## config.mk

```make
export PLATFORM = sky130hd
export DESIGN_NAME = io_mmio_ctrl
export DESIGN_NICKNAME = d
export VERILOG_FILES = /design/src/rtl/io_mmio_pkg.sv /design/src/rtl/io_sync_fifo.sv /design/src/rtl/io_mmio_ctrl.sv
export SDC_FILE = /design/constraint.sdc
export NUM_CORES = 1
export LEC_CHECK = 0
export CORE_MARGIN = 10
export CORE_UTILIZATION = 50
export DETAILED_ROUTE_END_ITERATION = 8
export GPL_TIMING_DRIVEN = 0
export PLACE_DENSITY_LB_ADDON = 0.08
export SLEW_MARGIN = 20
export SYNTH_ARGS = -nofsm -noshare
export SYNTH_HDL_FRONTEND = slang
export SYNTH_SLANG_ARGS = --single-unit
```

## constraint.sdc

```tcl
create_clock -name clk -period 2.34 [get_ports clk]
set_input_delay 0.234 -clock clk [delete_from_list [all_inputs] [get_ports clk]]
set_output_delay 0.234 -clock clk [all_outputs]
set_load 0.01 [all_outputs]
```

## src/rtl/io_mmio_pkg.sv

```systemverilog
// Shared constants for the MMIO controller: register offsets, status bit
// positions, the default address-space selector and the TX FSM state type.
package io_mmio_pkg;

  localparam logic [3:0] IO_BASE_DEFAULT = 4'h8;

  localparam logic [7:0] OFS_STATUS = 8'h00;
  localparam logic [7:0] OFS_RXD    = 8'h04;
  localparam logic [7:0] OFS_TXD    = 8'h08;
  localparam logic [7:0] OFS_CYC    = 8'h10;
  localparam logic [7:0] OFS_INST   = 8'h14;
  localparam logic [7:0] OFS_CLR    = 8'h18;

  localparam int STAT_TX_FREE  = 0;
  localparam int STAT_RX_AVAIL = 1;

  typedef enum logic {
    TX_IDLE = 1'b0,
    TX_PEND = 1'b1
  } tx_state_e;

endpackage

```

## src/rtl/io_sync_fifo.sv

```systemverilog
// Synchronous FIFO used as the UART RX buffer when IO_RX_FIFO_EN is defined.
// Push is ignored when full and pop is ignored when empty, so a simultaneous
// push+pop on a full FIFO performs only the pop. DEPTH must be a power of 2,
// which lets the pointers wrap naturally.
module io_sync_fifo #(
  parameter int WIDTH = 8,
  parameter int DEPTH = 8
) (
  input  logic                     clk,
  input  logic                     rst,
  input  logic                     push_i,
  input  logic [WIDTH-1:0]         wdata_i,
  input  logic                     pop_i,
  output logic [WIDTH-1:0]         rdata_o,
  output logic                     full_o,
  output logic                     empty_o,
  output logic [$clog2(DEPTH):0]   count_o
);

  localparam int AW = $clog2(DEPTH);

  logic [WIDTH-1:0] mem_q [DEPTH];
  logic [AW-1:0]    wr_ptr_q, wr_ptr_d;
  logic [AW-1:0]    rd_ptr_q, rd_ptr_d;
  logic [AW:0]      count_q, count_d;
  logic             push_ok, pop_ok;

  assign full_o  = (count_q == (AW+1)'(DEPTH));
  assign empty_o = (count_q == '0);
  assign count_o = count_q;
  assign rdata_o = mem_q[rd_ptr_q];
  assign push_ok = push_i && !full_o;
  assign pop_ok  = pop_i && !empty_o;

  // Next pointers and occupancy.
  always_comb begin
    wr_ptr_d = wr_ptr_q;
    rd_ptr_d = rd_ptr_q;
    count_d  = count_q;
    if (push_ok) wr_ptr_d = wr_ptr_q + AW'(1);
    if (pop_ok)  rd_ptr_d = rd_ptr_q + AW'(1);
    case ({push_ok, pop_ok})
      2'b10:   count_d = count_q + (AW+1)'(1);
      2'b01:   count_d = count_q - (AW+1)'(1);
      default: count_d = count_q;
    endcase
  end

  // Pointer/occupancy registers; reset empties the FIFO.
  always_ff @(posedge clk) begin
    if (rst) begin
      wr_ptr_q <= '0;
      rd_ptr_q <= '0;
      count_q  <= '0;
    end else begin
      wr_ptr_q <= wr_ptr_d;
      rd_ptr_q <= rd_ptr_d;
      count_q  <= count_d;
    end
  end

  // Storage array; contents need no reset since occupancy gates reads.
  always_ff @(posedge clk) begin
    if (push_ok) mem_q[wr_ptr_q] <= wdata_i;
  end

endmodule

```

## src/rtl/io_mmio_ctrl.sv

```systemverilog
// MMIO controller between the CPU memory stage and the UART / perf counters.
// Loads return data one cycle after io_re, like dmem/bios.
// Optional build macro: IO_RX_FIFO_EN selects an RX_FIFO_DEPTH-entry RX FIFO
// instead of the single RX holding register.
//
// Handshakes (UART TX and RX): a transfer happens on a cycle where valid and
// ready are both high; valid never depends combinationally on ready, and a
// source holding valid keeps its data stable until that transfer cycle.
module io_mmio_ctrl
  import io_mmio_pkg::*;
#(
  parameter logic [3:0] IO_BASE       = IO_BASE_DEFAULT,
  parameter int         RX_FIFO_DEPTH = 8
) (
  input  logic        clk,
  input  logic        rst,
  input  logic [31:0] io_addr,
  input  logic        io_re,
  input  logic [3:0]  io_we,
  input  logic [31:0] io_wdata,
  output logic [31:0] io_rdata,
  input  logic        inst_retire,
  input  logic [7:0]  uart_rx_data,
  input  logic        uart_rx_valid,
  output logic        uart_rx_ready,
  output logic [7:0]  uart_tx_data,
  output logic        uart_tx_valid,
  input  logic        uart_tx_ready,
  output tx_state_e   dbg_tx_state_o
);

  if (RX_FIFO_DEPTH < 2 || (RX_FIFO_DEPTH & (RX_FIFO_DEPTH - 1)) != 0) begin : g_bad_depth
    $error("io_mmio_ctrl: RX_FIFO_DEPTH must be a power of 2 and >= 2");
  end

  // Address decode.
  logic       sel, rd_en, tx_wr, clr_wr, rx_pop;
  logic [7:0] ofs;
  assign sel    = (io_addr[31:28] == IO_BASE);
  assign ofs    = io_addr[7:0];
  assign rd_en  = io_re && sel;
  assign tx_wr  = sel && io_we[0] && (ofs == OFS_TXD);
  assign clr_wr = sel && (|io_we) && (ofs == OFS_CLR);
  assign rx_pop = rd_en && (ofs == OFS_RXD);

  logic unused_bits;
  assign unused_bits = ^{io_addr[27:8], io_wdata[31:8]};

  // ---------------- TX handshake FSM ----------------
  tx_state_e  tx_state_q, tx_state_d;
  logic [7:0] tx_data_q, tx_data_d;
  logic       tx_free;

  assign uart_tx_valid  = (tx_state_q == TX_PEND);
  assign uart_tx_data   = tx_data_q;
  assign tx_free        = !uart_tx_valid;
  assign dbg_tx_state_o = tx_state_q;

  // TX next state: load on a write while idle, release after the handshake.
  always_comb begin
    tx_state_d = tx_state_q;
    tx_data_d  = tx_data_q;
    case (tx_state_q)
      TX_IDLE: if (tx_wr) begin
        tx_state_d = TX_PEND;
        tx_data_d  = io_wdata[7:0];
      end
      TX_PEND: if (uart_tx_ready) tx_state_d = TX_IDLE;
      default: tx_state_d = TX_IDLE;
    endcase
  end

  // TX state register; reset drops any pending byte.
  always_ff @(posedge clk) begin
    if (rst) begin
      tx_state_q <= TX_IDLE;
      tx_data_q  <= '0;
    end else begin
      tx_state_q <= tx_state_d;
      tx_data_q  <= tx_data_d;
    end
  end

  // ---------------- RX buffer ----------------
  logic       rx_avail;
  logic [7:0] rx_byte;

`ifdef IO_RX_FIFO_EN
  logic                            fifo_full, fifo_empty;
  logic [$clog2(RX_FIFO_DEPTH):0]  fifo_count;
  logic                            unused_fifo_count;

  io_sync_fifo #(.WIDTH(8), .DEPTH(RX_FIFO_DEPTH)) u_rx_fifo (
    .clk     (clk),
    .rst     (rst),
    .push_i  (uart_rx_valid),
    .wdata_i (uart_rx_data),
    .pop_i   (rx_pop),
    .rdata_o (rx_byte),
    .full_o  (fifo_full),
    .empty_o (fifo_empty),
    .count_o (fifo_count)
  );

  assign uart_rx_ready     = !fifo_full;
  assign rx_avail          = !fifo_empty;
  assign unused_fifo_count = ^fifo_count;
`else
  logic       rx_avail_q, rx_avail_d;
  logic [7:0] rx_data_q, rx_data_d;

  assign uart_rx_ready = !rx_avail_q;
  assign rx_avail      = rx_avail_q;
  assign rx_byte       = rx_data_q;

  // Holding register: capture when empty, clear on a pop.
  always_comb begin
    rx_avail_d = rx_avail_q;
    rx_data_d  = rx_data_q;
    if (uart_rx_valid && uart_rx_ready) begin
      rx_avail_d = 1'b1;
      rx_data_d  = uart_rx_data;
    end else if (rx_pop) begin
      rx_avail_d = 1'b0;
    end
  end

  // Holding register state; reset discards the byte.
  always_ff @(posedge clk) begin
    if (rst) begin
      rx_avail_q <= 1'b0;
      rx_data_q  <= '0;
    end else begin
      rx_avail_q <= rx_avail_d;
      rx_data_q  <= rx_data_d;
    end
  end
`endif

  // ---------------- Counters ----------------
  logic [31:0] cycle_cnt_q, cycle_cnt_d;
  logic [31:0] instr_cnt_q, instr_cnt_d;

  // Counter next values: clear wins over increment; both wrap naturally.
  always_comb begin
    cycle_cnt_d = cycle_cnt_q + 32'd1;
    instr_cnt_d = instr_cnt_q + {31'b0, inst_retire};
    if (clr_wr) begin
      cycle_cnt_d = '0;
      instr_cnt_d = '0;
    end
  end

  // Counter registers.
  always_ff @(posedge clk) begin
    if (rst) begin
      cycle_cnt_q <= '0;
      instr_cnt_q <= '0;
    end else begin
      cycle_cnt_q <= cycle_cnt_d;
      instr_cnt_q <= instr_cnt_d;
    end
  end

  // ---------------- Read path ----------------
  logic [31:0] rd_val, rdata_q, rdata_d;

  // Read mux over pre-update state; write-only and unmapped offsets read 0.
  always_comb begin
    rd_val = '0;
    case (ofs)
      OFS_STATUS: begin
        rd_val[STAT_TX_FREE]  = tx_free;
        rd_val[STAT_RX_AVAIL] = rx_avail;
      end
      OFS_RXD:  rd_val = rx_avail ? {24'b0, rx_byte} : 32'b0;
      OFS_CYC:  rd_val = cycle_cnt_q;
      OFS_INST: rd_val = instr_cnt_q;
      default:  rd_val = '0;
    endcase
    rdata_d = rd_en ? rd_val : rdata_q;
  end

  // Load data register: updates only on a selected load, otherwise holds.
  always_ff @(posedge clk) begin
    if (rst) rdata_q <= '0;
    else     rdata_q <= rdata_d;
  end

  assign io_rdata = rdata_q;

endmodule

```

; ---- Word-level counts from Yosys, hierarchy flattened
; Index checks and enable logic that the tools add are counted.
[word_totals]
reg_bits = 114
in_bits = 82
output_inout_bits = 43
elab_cells = 38
[classes]
add_sub_neg = 2
eq_ne = 6
mux = 8
bitwise_logic = 1
n_reduce_logical = 14
[op_table]
columns = operator, n
row1 = case mux 30 bit (3 select lines), 1
row2 = adder 32 x 1 -> 32 bit, 1
row3 = "adder 32 x 1 -> 32 bit, second input constant", 1
row4 = "== test 8 x 5 -> 1 bit, second input constant", 3
row5 = "== test 8 x 3 -> 1 bit, second input constant", 1
row6 = "== test 8 x 4 -> 1 bit, second input constant", 1
row7 = logical NOT 8 bit, 1
row8 = 2-to-1 mux 8 bit, 1
row9 = case mux 2 bit (4 select lines), 1
row10 = logical AND 1 bit, 7
row11 = "== test 4 bit, second input constant", 1
row12 = 2-to-1 mux 1 bit, 4
row13 = OR reduction 4 bit, 1
row14 = logical NOT 1 bit, 2
row15 = case mux 1 bit (2 select lines), 1
row16 = AND reduction 2 bit, 1
row17 = nonzero test 2 bit, 1
row18 = OR reduction 2 bit, 1
row19 = NOT 1 bit, 1

; ---- Depth between registers and ports, before layout
[logic_depth]
ltp_word = 5
mapped_depth = 8
depth_no_buf = 5

; ---- Worst setup path before layout
; No wires, ideal clock.
[synth_timing]
path_type = reg2reg
startpoint = reg cycle_cnt_q[0]
endpoint = reg cycle_cnt_q[30]
setup_time_ns = 0.070
t_arrival_ns = 1.837
slack_ns = 0.433
path_stages_with_launch = 7
path_buffers = 1
synth_period_minus_slack_ns = 1.907
cell_sequence = dfxtp_1 > ha_1 > nand2_1 > or3_1 > clkbuf_1 > or4_1 > a21oi_1
[synth_via]
elab_chain_cells = 1
[synth_lines]
columns = item, line_no
row1 = "start, declared", io_mmio_ctrl.sv:141  ; logic [31:0] cycle_cnt_q, cycle_cnt_d;
row2 = "start signal, assigned", io_mmio_ctrl.sv:160  ; cycle_cnt_q <= cycle_cnt_d;
row3 = adder 32 x 1 -> 32 bit, io_mmio_ctrl.sv:146  ; cycle_cnt_d = cycle_cnt_q + 32'd1;
; Every way passes these cells.
; A chain may end at the register's enable or synchronous reset.

; ---- Worst setup path after layout
[layout_timing]
startpoint = reg cycle_cnt_q[0]
endpoint = reg cycle_cnt_q[24]
; The elaborated chain is that of the path after synthesis.

==> flow_metrics.py <==
metrics = {
    "critical_path": {
        "critical_path.cell_chain": "ha_2, nand2_1, or3_1, clkbuf_1, or4_1, a21oi_1",
        "rrSetupSlack_ps": 130,
        "critical_path_peak_fanout": 10,
        "cpPeakStageDelay_ps": 520,
        "cp-startpoint": "cycle_cnt_q[0]$_SDFF_PP0_",
        "critPathKind": "flip-flop to flip-flop",
        "reg2regPathDepth": 6,
        "cp_slowest_cell": "or4_1",
        "worstSetupEndpoint": "cycle_cnt_q[24]$_SDFF_PP0_",
        "cp_data_arrival_time_ps": 2650,
        "timing.critical_path.required_ps": 2770,
        "rr_startpoint": "cycle_cnt_q[0]$_SDFF_PP0_",
        "regToRegEndpoint": "cycle_cnt_q[24]$_SDFF_PP0_",
        "timing.critical_path.from_type": "flip-flop",
        "cp-end-kind": "flip-flop",
    },
    "clocking": {
        "cts.root.buffer_cell": "clkbuf_8",
        "htreeDepth": 4,
        "cts-buffers-inserted": 17,
        "clkSlewWorstSetupHoldPaths_ps": 60,
        "clock-sinks": 114,
        "clock_path_buffers": 2,
        "postCtsHoldBufs": 0,
        "clock_latency_ps": 510,
        "tritoncts": "yes",
    },
    "synth": {
        "synth.largest_area_cell": "dfxtp_1",
        "yosys_warnings": 0,
        "post_synth_instance_area_um2": 5150,
        "avgSynthCellArea_um2": 8.97,
        "syn_nets": 659,
        "synth.area.mux_share_pct": 6.41,
        "synth_cells": 574,
        "synth.most_common_cell": "dfxtp_1",
        "yosys_register_bits": 114,
        "seq_area_frac_synth_pct": 44.3,
        "synth_top_area_share_pct": 44.3,
        "synth_cell_types": 45,
        "synth.top_cells.by_area": "dfxtp_1 44%, mux2i_1 6.4%, a21oi_1 4.5%",
        "async_reset_ff_share_pct": 0,
        "synth_xor_area_share_pct": 4.08,
        "synth_simple_gate_area_share_pct": 22.8,
        "synth_compound_area_share_pct": 17.6,
        "yosys_most_used_dff": "dfxtp_1",
        "synth_enable_flop_cells": 0,
        "yosys.area_share.adder_pct": 0.729,
        "ranking_of_synthesized_cells_by_instance_count": "114 x dfxtp_1, 46 x a21oi_1, 43 x nor2_1",
        "synth_top_family_by_area": "simple AND/OR/NAND/NOR gates",
    },
    "detailed_routing": {
        "final_antenna_net_count": 0,
        "via_count": 4845,
        "wl_per_cell_um": 17.6,
        "remaining_drc_errors": 0,
        "drc_marker_count_from_the_first_detailed_route_iteration": 476,
        "routed_wl_um": 14400,
        "routed_via_density": 5.92,
        "first_pass_iters": 5,
    },
    "placement": {
        "place.gp.congestion": 0.840,
        "dp_worst_setup_slack_ps": -360,
        "io_buffer_count": 79,
        "place_area_um2": 6110,
        "placed_cells": 786,
        "dp_hpwl_um": 10400,
    },
    "cells_and_area": {
        "syn_to_final_growth_pct": 30.5,
        "postLayoutCellArea_um2": 6720,
        "antenna_cells": 0,
        "nets": 758,
        "final_util_pct": 67.8,
        "drive_above_1_share_pct": 8.02,
        "layoutNonFillerInstCount": 819,
    },
    "sta": {
        "grt_setup_unrepaired": "false",
        "final_max_slew_viol_count": 0,
        "timing_hold_violations_final": 0,
        "tightest_slew_ps": 752,
        "part_of_the_cycle_the_worst_path_needs_pct": 94.6,
        "skew_ps": 13.3,
        "report.final.setup_viol": 0,
        "achievable-frequency_mhz": 452,
        "max_slew_margin_pct": 49.9,
        "setup_ws_ps": 127,
        "hold_ws_ps": 296,
        "setup-tns-final_ps": 0,
        "layout_min_cycle_time_ps": 2210,
    },
    "floorplanning": {
        "start_util_pct": 52.0,
        "die_w_um": 122,
        "die_area_um2": 14800,
        "placeableCoreArea_um2": 9910,
        "std_cell_rows": 36,
        "boundaryPins": 125,
        "die_h_um": 122,
    },
    "power_and_ir_drop": {
        "power_leakage_nw": 2.25,
        "vdd_drop_max_mv": 0.515,
        "total_power_mw": 4.78,
        "power.density_cell_area_nw_per_um2": 712,
    },
    "hold_path": {
        "min_delay_worst_type": "input port to flip-flop",
    },
    "global_routing": {
        "pin_count_of_the_biggest_net_entering_global_routing": 17,
        "track_usage_pct": 19.5,
        "grt_antenna_before_repair": 0,
        "grt_pass1_wl_um": 23700,
        "number_of_global_route_vias_before_repair": 4809,
        "global_route_congestion_overflow_total": 0,
    },
    "status": {
        "run_status": "finished, final reports clean",
    },
    "run": {
        "drv_cap": 0,
    },
}
## placed cells by master (no fill, tap or decap), drive strengths merged, types with 2 or more instances in the layout
| cell type | netlist | routed |
|---|---|---|
| and3 | 8 | 8 |
| clkdlybuf4s50 | 0 | 79 |
| clkbuf | 25 | 42 |
| a22o | 12 | 12 |
| xor2 | 15 | 15 |
| nand3 | 31 | 31 |
| o31ai | 23 | 23 |
| nor2b | 4 | 4 |
| a21oi | 47 | 47 |
| mux2i | 33 | 33 |
| nor4b | 2 | 2 |
| or3 | 13 | 13 |
| inv | 7 | 10 |
| or4 | 26 | 26 |
| bufinv | 0 | 3 |
| dfxtp | 114 | 114 |
| nand2 | 40 | 40 |
| nor2 | 43 | 43 |
| nor4 | 2 | 2 |
| ha | 3 | 3 |
| nand4 | 25 | 25 |
| buf | 17 | 19 |
| and2 | 4 | 4 |
| and4 | 7 | 7 |
| clkinv | 0 | 5 |
| o2bb2ai | 24 | 24 |
| xnor2 | 9 | 9 |
| o21ai | 26 | 26 |
| clkinvlp | 0 | 3 |
## power by group
group / total [mW] / leakage, nW / switching, mW / internal, mW
Sequential: 1.97 / 0.920 / 0.0126 / 1.96
Combinational: 0.218 / 1.04 / 0.114 / 0.104
Clock: 2.59 / 0.284 / 0.955 / 1.64
## registers in the layout, summed over array words and instances (netlist names)
| signal | cells |
|---|---|
| cycle_cnt_q | 32 |
| dbg_tx_state_o | 1 |
| instr_cnt_q | 32 |
| io_rdata | 32 |
| rx_avail | 1 |
| rx_byte | 8 |
| uart_tx_data | 8 |
## worst min-delay path by stage
stage,from,end,cells after the start
floorplan,uart_rx_data[1],rx_byte[1]$_SDFFE_PP0P_,2
global placement,io_rdata[0]$_SDFFE_PP0P_,io_rdata[0]$_SDFFE_PP0P_,2
detailed placement,io_rdata[11]$_SDFFE_PP0P_,io_rdata[11]$_SDFFE_PP0P_,1
CTS,io_wdata[0],uart_tx_data[0]$_SDFFE_PP0P_,3
global route,io_wdata[0],uart_tx_data[0]$_SDFFE_PP0P_,3
finish,io_wdata[0],uart_tx_data[0]$_SDFFE_PP0P_,3
## layer usage
| metal | wire [um] | part of all wire [%] | global-route usage (%) | vias to the layer above |
|---|---|---|---|---|
| met3 | 852 | 5.9 | 5.44 | 12 |
| met2 | 6980 | 48 | 32.3 | 138 |
| met5 | 0 | 0 | 0 | - |
| met4 | 143 | 0.99 | 5.59 | 0 |
| li1 | - | - | - | 2349 |
| met1 | 6430 | 45 | 24.3 | 2346 |
## final cells by class
type                    instances  area, um2
flip-flops and latches        114       2280
clock inverters                14        181
multi-input cells             411       2660
plain buffers                  41        181
well taps                     133        166
clock buffers                  18        418
fillers                       828       3190
inverters                       7       26.3
repair buffers                 81        806
## logic make-up after synthesis
family / count (synthesis)
AO/OA/AOI/OAI: 138
flip-flops: 114
AND/OR/NAND/NOR: 213
adder cells (fa/ha/maj): 3
XOR/XNOR: 24
buffers and inverters: 49
multiplexers: 33
## worst max-delay path: cells and delay by family (launching register included)
kind	cells	cell delay, ps
fa+ha+maj	1	280
compound gates	1	150
simple gates	3	1030
buf+inv	1	250
flops	1	430
## what timing repair did
item | CTS | global route
endpoints found under the setup margin | 0 | 7
gates resized for setup | 0 | 1
buffers inserted | 0 | 2
No activity file was read; power rests on OpenSTA's default activity.
